### src/rtl/alu_mc.sv
// Multi-cycle ALU: single-cycle logic/arith ops plus iterative unsigned multiply and divide.
// Optional macro ALU_MC_DIV_EN enables the restoring divider (divu, code 1001).
module alu_mc #(
    parameter int WIDTH = 32,
    parameter int CNT_W = 6
) (
    input  logic             clk,
    input  logic             rst_n,
    input  logic             start,
    input  logic [WIDTH-1:0] A,
    input  logic [WIDTH-1:0] B,
    input  logic [3:0]       ALUctr,
    output logic [WIDTH-1:0] ALU,
    output logic [WIDTH-1:0] hi,
    output logic             Zero,
    output logic             carrier,
    output logic             busy,
    output logic             done,
    output logic             div_zero
);

    localparam int SH_W = $clog2(WIDTH);
    localparam logic [CNT_W-1:0] LAST_CNT = CNT_W'(WIDTH - 1);

    localparam logic [3:0] OP_AND  = 4'b0000;
    localparam logic [3:0] OP_OR   = 4'b0001;
    localparam logic [3:0] OP_ADD  = 4'b0010;
    localparam logic [3:0] OP_XOR  = 4'b0011;
    localparam logic [3:0] OP_SLL  = 4'b0100;
    localparam logic [3:0] OP_SRL  = 4'b0101;
    localparam logic [3:0] OP_SUB  = 4'b0110;
    localparam logic [3:0] OP_SLT  = 4'b0111;
    localparam logic [3:0] OP_MULU = 4'b1000;
`ifdef ALU_MC_DIV_EN
    localparam logic [3:0] OP_DIVU = 4'b1001;
`endif

    typedef enum logic [1:0] {
        S_IDLE = 2'd0,
        S_CALC = 2'd1,
        S_DONE = 2'd2
    } state_t;

    state_t           state_q, state_d;
    logic [CNT_W-1:0] cnt_q, cnt_d;
    logic [WIDTH-1:0] acc_hi_q, acc_hi_d, acc_lo_q, acc_lo_d, b_q, b_d;
    logic [WIDTH-1:0] alu_q, alu_d, hi_q, hi_d;
    logic             zero_q, zero_d, carrier_q, carrier_d;
    logic             busy_q, busy_d, done_q, done_d, div_zero_q, div_zero_d;
    logic             is_div_q, is_div_d;

    logic [WIDTH:0]   a_ext_s, b_ext_s, sum_s;
    logic [WIDTH-1:0] sc_res_s, it_hi_s, it_lo_s;
    logic             sc_carry_s, mc_op_s, div0_s;
    logic [WIDTH:0]   mul_sum_s;
`ifdef ALU_MC_DIV_EN
    logic [WIDTH:0]   div_shift_s, div_diff_s;
    logic             div_ge_s;
`endif

    // Single-cycle result and carry; add/sub/or are evaluated at WIDTH+1 bits sign-extended
    always_comb begin
        a_ext_s    = {A[WIDTH-1], A};
        b_ext_s    = {B[WIDTH-1], B};
        sum_s      = '0;
        sc_res_s   = B;
        sc_carry_s = 1'b0;
        case (ALUctr)
            OP_ADD: begin
                sum_s      = a_ext_s + b_ext_s;
                sc_res_s   = sum_s[WIDTH-1:0];
                sc_carry_s = sum_s[WIDTH];
            end
            OP_SUB: begin
                sum_s      = a_ext_s - b_ext_s;
                sc_res_s   = sum_s[WIDTH-1:0];
                sc_carry_s = sum_s[WIDTH];
            end
            OP_OR: begin
                sum_s      = a_ext_s | b_ext_s;
                sc_res_s   = sum_s[WIDTH-1:0];
                sc_carry_s = sum_s[WIDTH];
            end
            OP_AND:  sc_res_s = A & B;
            OP_XOR:  sc_res_s = A ^ B;
            OP_SLT:  sc_res_s = {{(WIDTH-1){1'b0}}, ($signed(A) < $signed(B))};
            OP_SLL:  sc_res_s = A << B[SH_W-1:0];
            OP_SRL:  sc_res_s = A >> B[SH_W-1:0];
            default: sc_res_s = B;
        endcase
    end

    // Op classification at acceptance; a zero divisor bypasses the iterative path
`ifdef ALU_MC_DIV_EN
    assign mc_op_s = (ALUctr == OP_MULU) || ((ALUctr == OP_DIVU) && (B != '0));
    assign div0_s  = (ALUctr == OP_DIVU) && (B == '0);
`else
    assign mc_op_s = (ALUctr == OP_MULU);
    assign div0_s  = 1'b0;
`endif

    // One iteration: shift-add multiply on {acc_hi,acc_lo}, or restoring divide step
    always_comb begin
        mul_sum_s = {1'b0, acc_hi_q} + (acc_lo_q[0] ? {1'b0, b_q} : {(WIDTH+1){1'b0}});
        it_hi_s   = mul_sum_s[WIDTH:1];
        it_lo_s   = {mul_sum_s[0], acc_lo_q[WIDTH-1:1]};
`ifdef ALU_MC_DIV_EN
        div_shift_s = {acc_hi_q, acc_lo_q[WIDTH-1]};
        div_diff_s  = div_shift_s - {1'b0, b_q};
        div_ge_s    = (div_shift_s >= {1'b0, b_q});
        if (is_div_q) begin
            it_hi_s = div_ge_s ? div_diff_s[WIDTH-1:0] : div_shift_s[WIDTH-1:0];
            it_lo_s = {acc_lo_q[WIDTH-2:0], div_ge_s};
        end else begin
            it_hi_s = mul_sum_s[WIDTH:1];
        end
`endif
    end

    // Next-state and output-register update; outputs hold until the next done
    always_comb begin
        state_d    = state_q;
        cnt_d      = cnt_q;
        acc_hi_d   = acc_hi_q;
        acc_lo_d   = acc_lo_q;
        b_d        = b_q;
        is_div_d   = is_div_q;
        alu_d      = alu_q;
        hi_d       = hi_q;
        carrier_d  = carrier_q;
        div_zero_d = div_zero_q;
        done_d     = 1'b0;
        busy_d     = 1'b0;
        case (state_q)
            S_IDLE: begin
                if (start) begin
                    if (mc_op_s) begin
                        state_d  = S_CALC;
                        cnt_d    = '0;
                        acc_hi_d = '0;
                        acc_lo_d = A;
                        b_d      = B;
                        is_div_d = (ALUctr != OP_MULU);
                        busy_d   = 1'b1;
                    end else if (div0_s) begin
                        state_d    = S_DONE;
                        alu_d      = '1;
                        hi_d       = A;
                        carrier_d  = 1'b0;
                        div_zero_d = 1'b1;
                        done_d     = 1'b1;
                    end else begin
                        state_d    = S_DONE;
                        alu_d      = sc_res_s;
                        hi_d       = '0;
                        carrier_d  = sc_carry_s;
                        div_zero_d = 1'b0;
                        done_d     = 1'b1;
                    end
                end else begin
                    state_d = S_IDLE;
                end
            end
            S_CALC: begin
                busy_d   = 1'b1;
                cnt_d    = cnt_q + {{(CNT_W-1){1'b0}}, 1'b1};
                acc_hi_d = it_hi_s;
                acc_lo_d = it_lo_s;
                if (cnt_q == LAST_CNT) begin
                    state_d    = S_DONE;
                    cnt_d      = '0;
                    busy_d     = 1'b0;
                    done_d     = 1'b1;
                    alu_d      = it_lo_s;
                    hi_d       = it_hi_s;
                    carrier_d  = 1'b0;
                    div_zero_d = 1'b0;
                end else begin
                    state_d = S_CALC;
                end
            end
            S_DONE:  state_d = S_IDLE;
            default: state_d = S_IDLE;
        endcase
        zero_d = (alu_d == '0);
    end

    // State, datapath and output registers
    always_ff @(posedge clk or negedge rst_n) begin
        if (!rst_n) begin
            state_q    <= S_IDLE;
            cnt_q      <= '0;
            acc_hi_q   <= '0;
            acc_lo_q   <= '0;
            b_q        <= '0;
            is_div_q   <= 1'b0;
            alu_q      <= '0;
            hi_q       <= '0;
            zero_q     <= 1'b1;
            carrier_q  <= 1'b0;
            busy_q     <= 1'b0;
            done_q     <= 1'b0;
            div_zero_q <= 1'b0;
        end else begin
            state_q    <= state_d;
            cnt_q      <= cnt_d;
            acc_hi_q   <= acc_hi_d;
            acc_lo_q   <= acc_lo_d;
            b_q        <= b_d;
            is_div_q   <= is_div_d;
            alu_q      <= alu_d;
            hi_q       <= hi_d;
            zero_q     <= zero_d;
            carrier_q  <= carrier_d;
            busy_q     <= busy_d;
            done_q     <= done_d;
            div_zero_q <= div_zero_d;
        end
    end

    assign ALU      = alu_q;
    assign hi       = hi_q;
    assign Zero     = zero_q;
    assign carrier  = carrier_q;
    assign busy     = busy_q;
    assign done     = done_q;
    assign div_zero = div_zero_q;

endmodule

### config.mk
export PLATFORM = sky130hd
export DESIGN_NAME = alu_mc
export DESIGN_NICKNAME = d
export VERILOG_FILES = /design/src/rtl/alu_mc.sv
export SDC_FILE = /design/constraint.sdc
export NUM_CORES = 1
export LEC_CHECK = 0
export CAP_MARGIN = 20
export CELL_PAD_IN_SITES_DETAIL_PLACEMENT = 1
export CELL_PAD_IN_SITES_GLOBAL_PLACEMENT = 1
export CORE_MARGIN = 1.5
export CORE_UTILIZATION = 46
export CTS_BUF_LIST = sky130_fd_sc_hd__clkbuf_4
export CTS_CLUSTER_DIAMETER = 80
export DETAILED_ROUTE_END_ITERATION = 7
export HOLD_SLACK_MARGIN = 0.12
export PLACE_DENSITY_LB_ADDON = 0.1
export SYNTH_ARGS = -nofsm -noshare
export SYNTH_HDL_FRONTEND = slang
export SYNTH_SLANG_ARGS = --single-unit
### constraint.sdc
create_clock -name clk -period 4.56 [get_ports clk]
set_clock_uncertainty 0.1 [all_clocks]
set_input_delay 0.912 -clock clk [delete_from_list [all_inputs] [get_ports clk]]
set_output_delay 0.912 -clock clk [all_outputs]
set_load 0.005 [all_outputs]
==> results.py, run 1 <==
metrics = {
    "run_status": {
        "status": "complete, but fails checks",
        "violations": "DRC",
    },
    "worst_setup_path": {
        "critical_path_class": "in2reg",
        "cpMaxStageDelayCell": "a2111oi_0",
        "critPathArrivalTime_ps": 5070,
        "reg2reg_from": "acc_lo_q[0]",
        "cp-end-kind": "flop",
        "cp_top_family": "compound AO/OA/AOI/OAI gates",
        "slowest_delay_ps": 770,
        "start_kind": "input pin",
        "reg2reg_slack_ps": 120,
        "required_ps": 5090,
        "crit_buf_inv": 3,
        "reg2reg_depth": 14,
        "path_cells": "clkdlybuf4s50_1, inv_1, ha_1, nand2b_1, a32oi_1, o21ai_0, a21o_1, a2111oi_0, buf_4, nand3b_1, o221ai_1, nand3_1, nor4b_1, nand4_1, nor3_2",
        "timing.rr.end": "hi[31]",
        "crit_path_max_fanout": 7,
    },
    "power_and_ir_drop": {
        "switching_power_mw": 2.732,
        "p_leak_nw": 11.50,
        "power_frac_clock_pct": 15.1,
        "sw_frac_of_total_pct": 44.81,
        "internal_power_mw": 3.365,
        "power.ir.vdd_worst_uv": 142.2,
        "p_per_area_mw_per_mm2": 246.4,
        "p_seq_share_pct": 32.5,
        "p_comb_share_pct": 52.4,
    },
    "synth": {
        "yosysTopAreaCell": "dfrtp_1",
        "ys_seq_area_share_pct": 22.92,
        "yosysWarnings": 0,
        "synth_seq_cells": 170,
        "synth_top_area_share_pct": 22.78,
        "yosys-top-cells-area": "dfrtp_1 23%, ha_1 9.0%, nand2_1 6.2%",
        "yosys-top-cells-count": "305 x nand2_1, 210 x nor2_1, 199 x o21ai_0",
        "syn_area_per_cell_sq_um": 7.874,
        "syn_inst": 2358,
        "netlist-cell-type-count": 96,
        "yosysMostFrequentCell": "nand2_1",
        "synthFlopType": "dfrtp_1",
        "async_flop_share_pct": 100.0,
        "synth-edff-count": 0,
        "syn_area_sq_mm": 0.01857,
        "synth_nets": 2565,
    },
    "floorplan": {
        "io_pins": 140,
        "die_area_sq_mm": 0.04158,
        "dieHeight_um": 203.9,
        "core_area_sq_mm": 0.03982,
        "num_rows": 73,
        "die_w_um": 203.9,
        "start_util_pct": 46.62,
    },
    "grt": {
        "grt_max_degree": 96,
        "grt_overflow_total": 0,
        "grt_pass1_vias": 24050,
        "grt_pass1_wl_um": 155600,
        "grt_use_total_pct": 50.83,
        "grt_antenna_before_repair": 14,
    },
    "sta": {
        "drv_slew": 0,
        "period_share_pct": 99.57,
        "rsz0062_at_grt": "false",
        "fmax_mhz": 220.2,
        "tightest_slew_ps": 1139,
        "holdWs_ps": 207.7,
        "slew_headroom_pct": 23.51,
        "fin_crit_ps": 4541,
        "finalSetupViolations": 0,
        "hold_violations": 0,
    },
    "detailed_routing": {
        "ant_nets": 0,
        "drc_errors": 6,
        "first_iter_violations": 3143,
        "first_pass_iters": 8,
        "viasPerCell": 6.911,
        "wl_per_cell_um": 30.90,
        "route.vias.total": 24000,
        "routed_wl_um": 107300,
    },
    "layout": {
        "drive_above_1_share_pct": 25.27,
        "post-route-util_pct": 62.14,
        "fillers": 4908,
        "syn_to_final_growth_pct": 33.28,
        "fin_nets": 3138,
        "area.sequential_sq_mm": 0.004255,
        "multiInputGateArea_sq_mm": 0.01331,
    },
    "cts": {
        "cts.path.max_buffers": 2,
        "cts.sinks": 170,
        "clockRootBuffer": "clkbuf_4",
        "path_clk_slew_ps": 190,
        "hold_buffers": 0,
        "worst_skew_pair.late_latency_ps": 680,
        "cts_tree": "yes",
        "cts-buffers-inserted": 17,
        "htreeDepth": 4,
    },
    "placed_design": {
        "gp_congestion": 1.168,
        "hpwl_um": 85030,
        "io_buffers": 138,
    },
    "job": {
        "max-cap-violations": 0,
    },
    "hold_path": {
        "worstHoldPathType": "in2async",
    },
}
-- layout by cell type, fill, tap and decap left out, drive strengths merged, types with 16 or more instances in the layout --
cell / instances
nor3: 47
mux2: 22
a21oi: 179
o21ai: 203
nor4: 20
nand2b: 19
buf: 586
dfrtp: 169
nor2b: 22
a22oi: 39
clkbuf: 20
a31oi: 33
nand3: 41
nand2: 306
xnor2: 24
and3: 25
o211ai: 26
ha: 133
a21o: 38
o31ai: 16
and2: 48
inv: 115
nand4: 17
a211oi: 31
o221ai: 18
clkdlybuf4s50: 131
nor2: 211
mux2i: 45
or2: 16
xor2: 17
mux4: 55
-- logic make-up (layout without fill, tap and decap cells) --
kind of cell | Yosys count | count (layout) | synth area share, %
AO/OA/AOI/OAI | 788 | 788 | 28.06
XOR/XNOR | 41 | 41 | 1.934
adder cells (fa/ha/maj) | 136 | 136 | 9.286
buffers and inverters | 277 | 863 | 6.173
flip-flops | 170 | 170 | 22.92
multiplexers | 122 | 122 | 10.83
other | 1 | 4 | 0.02020
AND/OR/NAND/NOR | 823 | 823 | 20.78
-- flip-flops by register name, indices dropped and copies added, names as in the netlist --
register / count
hi: 32
b_q: 32
done: 1
cnt_q: 6
state_q: 1
carrier: 1
Zero: 1
acc_lo_q: 32
ALU: 32
acc_hi_q: 32
-- metal layers --
| layer | track usage [%] | part of all wire, % | up-vias |
|---|---|---|---|
| met3 | 22.00 | 14 | 558 |
| li1 | - | - | 9863 |
| met4 | 29.79 | 7.3 | 18 |
| met5 | 0 | 0.16 | - |
| met1 | 60.54 | 37 | 11770 |
| met2 | 75.90 | 42 | 1791 |
-- worst reg2reg max path: cells and delay by family, from the launching register on --
family	cells	cell delay, ps
AO/OA/AOI/OAI	11	3000
adder cells (fa/ha/maj)	1	370
buffers and inverters	1	230
AND/OR/NAND/NOR	1	200
flip-flops	1	420
-- area by class of cell --
cell class,instances,share of cell area [%]
Antenna cell,3,0.03034
Clock buffer,19,0.5764
Clock inverter,13,0.4803
Inverter,113,1.714
Multi-Input combinational cell,1911,53.77
Sequential cell,170,17.20
Tap cell,525,2.654
Timing Repair Buffer,718,23.58
-- worst max-delay path by stage --
stage               depth (start not counted)  start  slack [ps]    to
floorplan                                  17   B[2]           3  Zero
global placement                           16   A[5]        -770  Zero
detailed placement                         14   A[1]        -740  Zero
CTS                                        17   A[1]          20  Zero
global route                               16   A[0]          20  Zero
finish                                     15  A[16]          20  Zero
-- power by group through the flow --
stage	Combinational [mW]	Clock, mW	Sequential [mW]
floorplan	1.34	0	1.89
finish	3.20	0.918	1.98
global route	3.28	0.966	1.99
global placement	2.87	0	1.97
CTS	3.01	0.914	1.96
detailed placement	2.98	0	1.99
-- through the flow --
step / total power, mW / instances / TNS (ps) / setup WS, ps / area (sq um)
after global routing: 6.242 / 3470 / 0 / 19.56 / 24740
after floorplan: 3.224 / 2358 / 0 / 3.449 / 18610
after CTS: 5.887 / 3467 / 0 / 19.52 / 24640
after detailed placement: 4.967 / 3435 / -2916 / -735.7 / 24360
final: 6.097 / 3472 / 0 / 19.50 / 24750
after global placement: 4.840 / 3435 / -1659 / -772.0 / 24360
-- what timing repair did --
action | in CTS | in global routing
gates resized for setup | 2 | 18
pin swaps | 0 | 5
setup endpoints to repair | 1 | 3
setup buffers | 0 | 1
Power figures use the tool's default switching activity.
==> inputs of run 2 (changes only) <==
Settings changed: ABC_AREA from default to 1, CORE_UTILIZATION 46 to 43.
==> results.py, run 2 <==
metrics = {
    "run_status": {
        "status": "finished clean",
    },
    "synth": {
        "syn_area_per_cell_sq_um": 5.877,
        "yosysTopAreaCell": "dfrtp_1",
        "yosys-top-cells-count": "1026 x nand2_1, 442 x nand3_1, 404 x inv_1",
        "netlist-cell-type-count": 55,
        "synth_nets": 3497,
        "yosysMostFrequentCell": "nand2_1",
        "synth_seq_cells": 170,
        "syn_inst": 3290,
        "ys_seq_area_share_pct": 22.01,
        "async_flop_share_pct": 100.0,
        "synth-edff-count": 0,
        "synth_top_area_share_pct": 21.87,
        "syn_area_sq_mm": 0.01933,
        "synthFlopType": "dfrtp_1",
        "yosysWarnings": 0,
        "yosys-top-cells-area": "dfrtp_1 22%, nand2_1 20%, nand3_1 11%",
    },
    "sta": {
        "tightest_slew_ps": 991.0,
        "drv_slew": 0,
        "postLayoutSetupSlackWorst_ps": 333.0,
        "period_share_pct": 92.70,
        "slew_headroom_pct": 33.93,
        "fin_crit_ps": 4227,
        "hold_violations": 0,
        "fmax_mhz": 236.6,
        "rsz0062_at_grt": "false",
        "finalSetupViolations": 0,
    },
    "layout": {
        "syn_to_final_growth_pct": 21.25,
        "drive_above_1_share_pct": 11.33,
        "most-common-layout-cells": "1026 x nand2_1, 442 x nand3_1, 402 x inv_1",
        "fillers": 6241,
        "stdcell_count": 4196,
        "post-route-util_pct": 52.90,
        "final_common_cell": "nand2_1",
        "fin_area_sq_mm": 0.02344,
        "fin_nets": 3794,
    },
    "grt": {
        "grt_use_total_pct": 49.12,
        "grt_antenna_before_repair": 8,
        "grt_pass1_wl_um": 168200,
        "grt_pass1_vias": 26230,
        "grt_overflow_total": 0,
        "grt_max_degree": 95,
    },
    "worst_setup_path": {
        "required_ps": 5180,
        "critPathArrivalTime_ps": 4850,
        "reg2reg_slack_ps": 740,
        "slowest_delay_ps": 520,
        "cpMaxStageDelayCell": "clkdlybuf4s50_1",
        "cp-end-kind": "flop",
        "crit_path_max_fanout": 8,
        "start_kind": "input pin",
        "path_cells": "clkdlybuf4s50_1, buf_12, inv_1, ha_1, inv_1, nand2_1, inv_1, nand2_1, nand2_1, a21oi_1, nand2_1, buf_4, nand2_1, nand3_1, nand3_1, nand3_1, nand2_1, nand2_1, a21oi_2, nand2_1, nor2_2, nand3_1, nor2_1",
        "reg2reg_depth": 19,
        "worst_path_most_repeated_cell": "nand2_1",
        "cp-endpoint": "Zero",
        "critPathLaunch": "A[14]",
        "timing.rr.end": "hi[20]",
        "reg2reg_from": "acc_lo_q[0]",
        "critical_path_class": "in2reg",
    },
    "job": {
        "max-cap-violations": 0,
    },
    "floorplan": {
        "die_area_sq_mm": 0.04625,
        "io_pins": 140,
        "dieHeight_um": 215.1,
        "core_area_sq_mm": 0.04432,
        "die_w_um": 215.1,
        "start_util_pct": 43.63,
        "num_rows": 77,
    },
    "placed_design": {
        "pre_cts_ws_ps": -191.6,
        "gp_congestion": 1.077,
        "postPlaceCellArea_sq_mm": 0.02312,
        "io_buffers": 138,
        "hpwl_um": 92850,
        "numPlacedInstances": 4159,
    },
    "power_and_ir_drop": {
        "internal_power_mw": 3.560,
        "switching_power_mw": 3.709,
        "p_leak_nw": 12.64,
        "sw_frac_of_total_pct": 51.02,
        "p_comb_share_pct": 53.5,
        "power.ir.vdd_worst_uv": 267.0,
        "p_per_area_mw_per_mm2": 310.1,
        "power_frac_clock_pct": 13.7,
        "p_seq_share_pct": 32.8,
    },
    "detailed_routing": {
        "first_pass_iters": 5,
        "ant_nets": 0,
        "routed_wl_um": 116900,
        "route.vias.total": 25990,
        "viasPerCell": 6.193,
        "first_iter_violations": 3195,
        "wl_per_cell_um": 27.85,
        "drc_errors": 0,
    },
    "cts": {
        "cts.sinks": 170,
        "clockRootBuffer": "clkbuf_4",
        "worst_skew_pair.late_latency_ps": 780,
        "htreeDepth": 4,
        "cts_setup_buffers": 0,
        "cts-buffers-inserted": 17,
        "cts.path.max_buffers": 2,
        "cts_tree": "yes",
        "cts_resized": 0,
        "hold_buffers": 0,
        "path_clk_slew_ps": 210,
    },
    "hold_path": {
        "worstHoldPathType": "in2async",
    },
}
[run 2: how the worst min path moves through the flow]
stage	to	slack [ps]	cells past startpoint
6_report	b_q[11]	130	1
5_1_grt	b_q[11]	200	1
4_1_cts	b_q[11]	120	1
3_5_place_dp	b_q[22]	380	2
3_3_place_gp	hi[23]	370	2
2_1_floorplan	b_q[0]	350	2
[run 2: kinds of logic after synthesis]
kind of cell	Yosys count	synth area share [%]
and+or+nand+nor	1904	41.97
other	1	0.01940
buffers and inverters	569	11.95
AOI/OAI and AO/OA	507	14.99
xor gates and xnor gates	1	0.04531
DFF	170	22.01
muxes	2	0.1035
adders and majority gates	136	8.917
[run 2: power groups by stage]
stage / sequential [mW] / combinational [mW] / clock [mW]
2_1_floorplan: 2.20 / 2.04 / 0
3_3_place_gp: 2.31 / 3.42 / 0
3_5_place_dp: 2.36 / 3.67 / 0
4_1_cts: 2.34 / 3.71 / 0.996
5_1_grt: 2.40 / 4.14 / 1.03
6_report: 2.38 / 3.89 / 0.996
[run 2: cell type report]
cell class,instances,area [sq um],share of cell area [%]
clock buffer,17,127.6,0.5444
clock inverter,15,157.7,0.6725
timing repair buffer,427,3782,16.13
sequential,170,4255,18.15
antenna,4,10.01,0.04270
multi-input combinational,2551,12790,54.55
inverter,420,1582,6.746
tap,592,740.7,3.160
[run 2: critical path, delay by kind of cell]
family / cells / cell delay [ps]
and+or+nand+nor: 14 / 1850
AOI/OAI and AO/OA: 2 / 480
buffers and inverters: 6 / 1080
adders and majority gates: 1 / 520
[run 2: layer usage]
| layer | share of wire [%] | global-route usage [%] | vias to the layer above |
|---|---|---|---|
| met3 | 11 | 12.78 | 549 |
| met4 | 9.8 | 39.49 | 10 |
| met2 | 43 | 75.60 | 1645 |
| met5 | 0.055 | 1.771 | - |
| met1 | 36 | 57.77 | 12480 |
| li1 | - | - | 11300 |
[run 2: stage by stage]
stage	power, mW	setup TNS (ps)	hold slack, ps
after floorplan	4.240	0	352.9
after global placement	5.728	-65.78	366.2
after detailed placement	6.027	-191.6	375.0
after CTS	7.047	0	122.4
after global routing	7.570	0	198.2
final	7.269	0	134.3
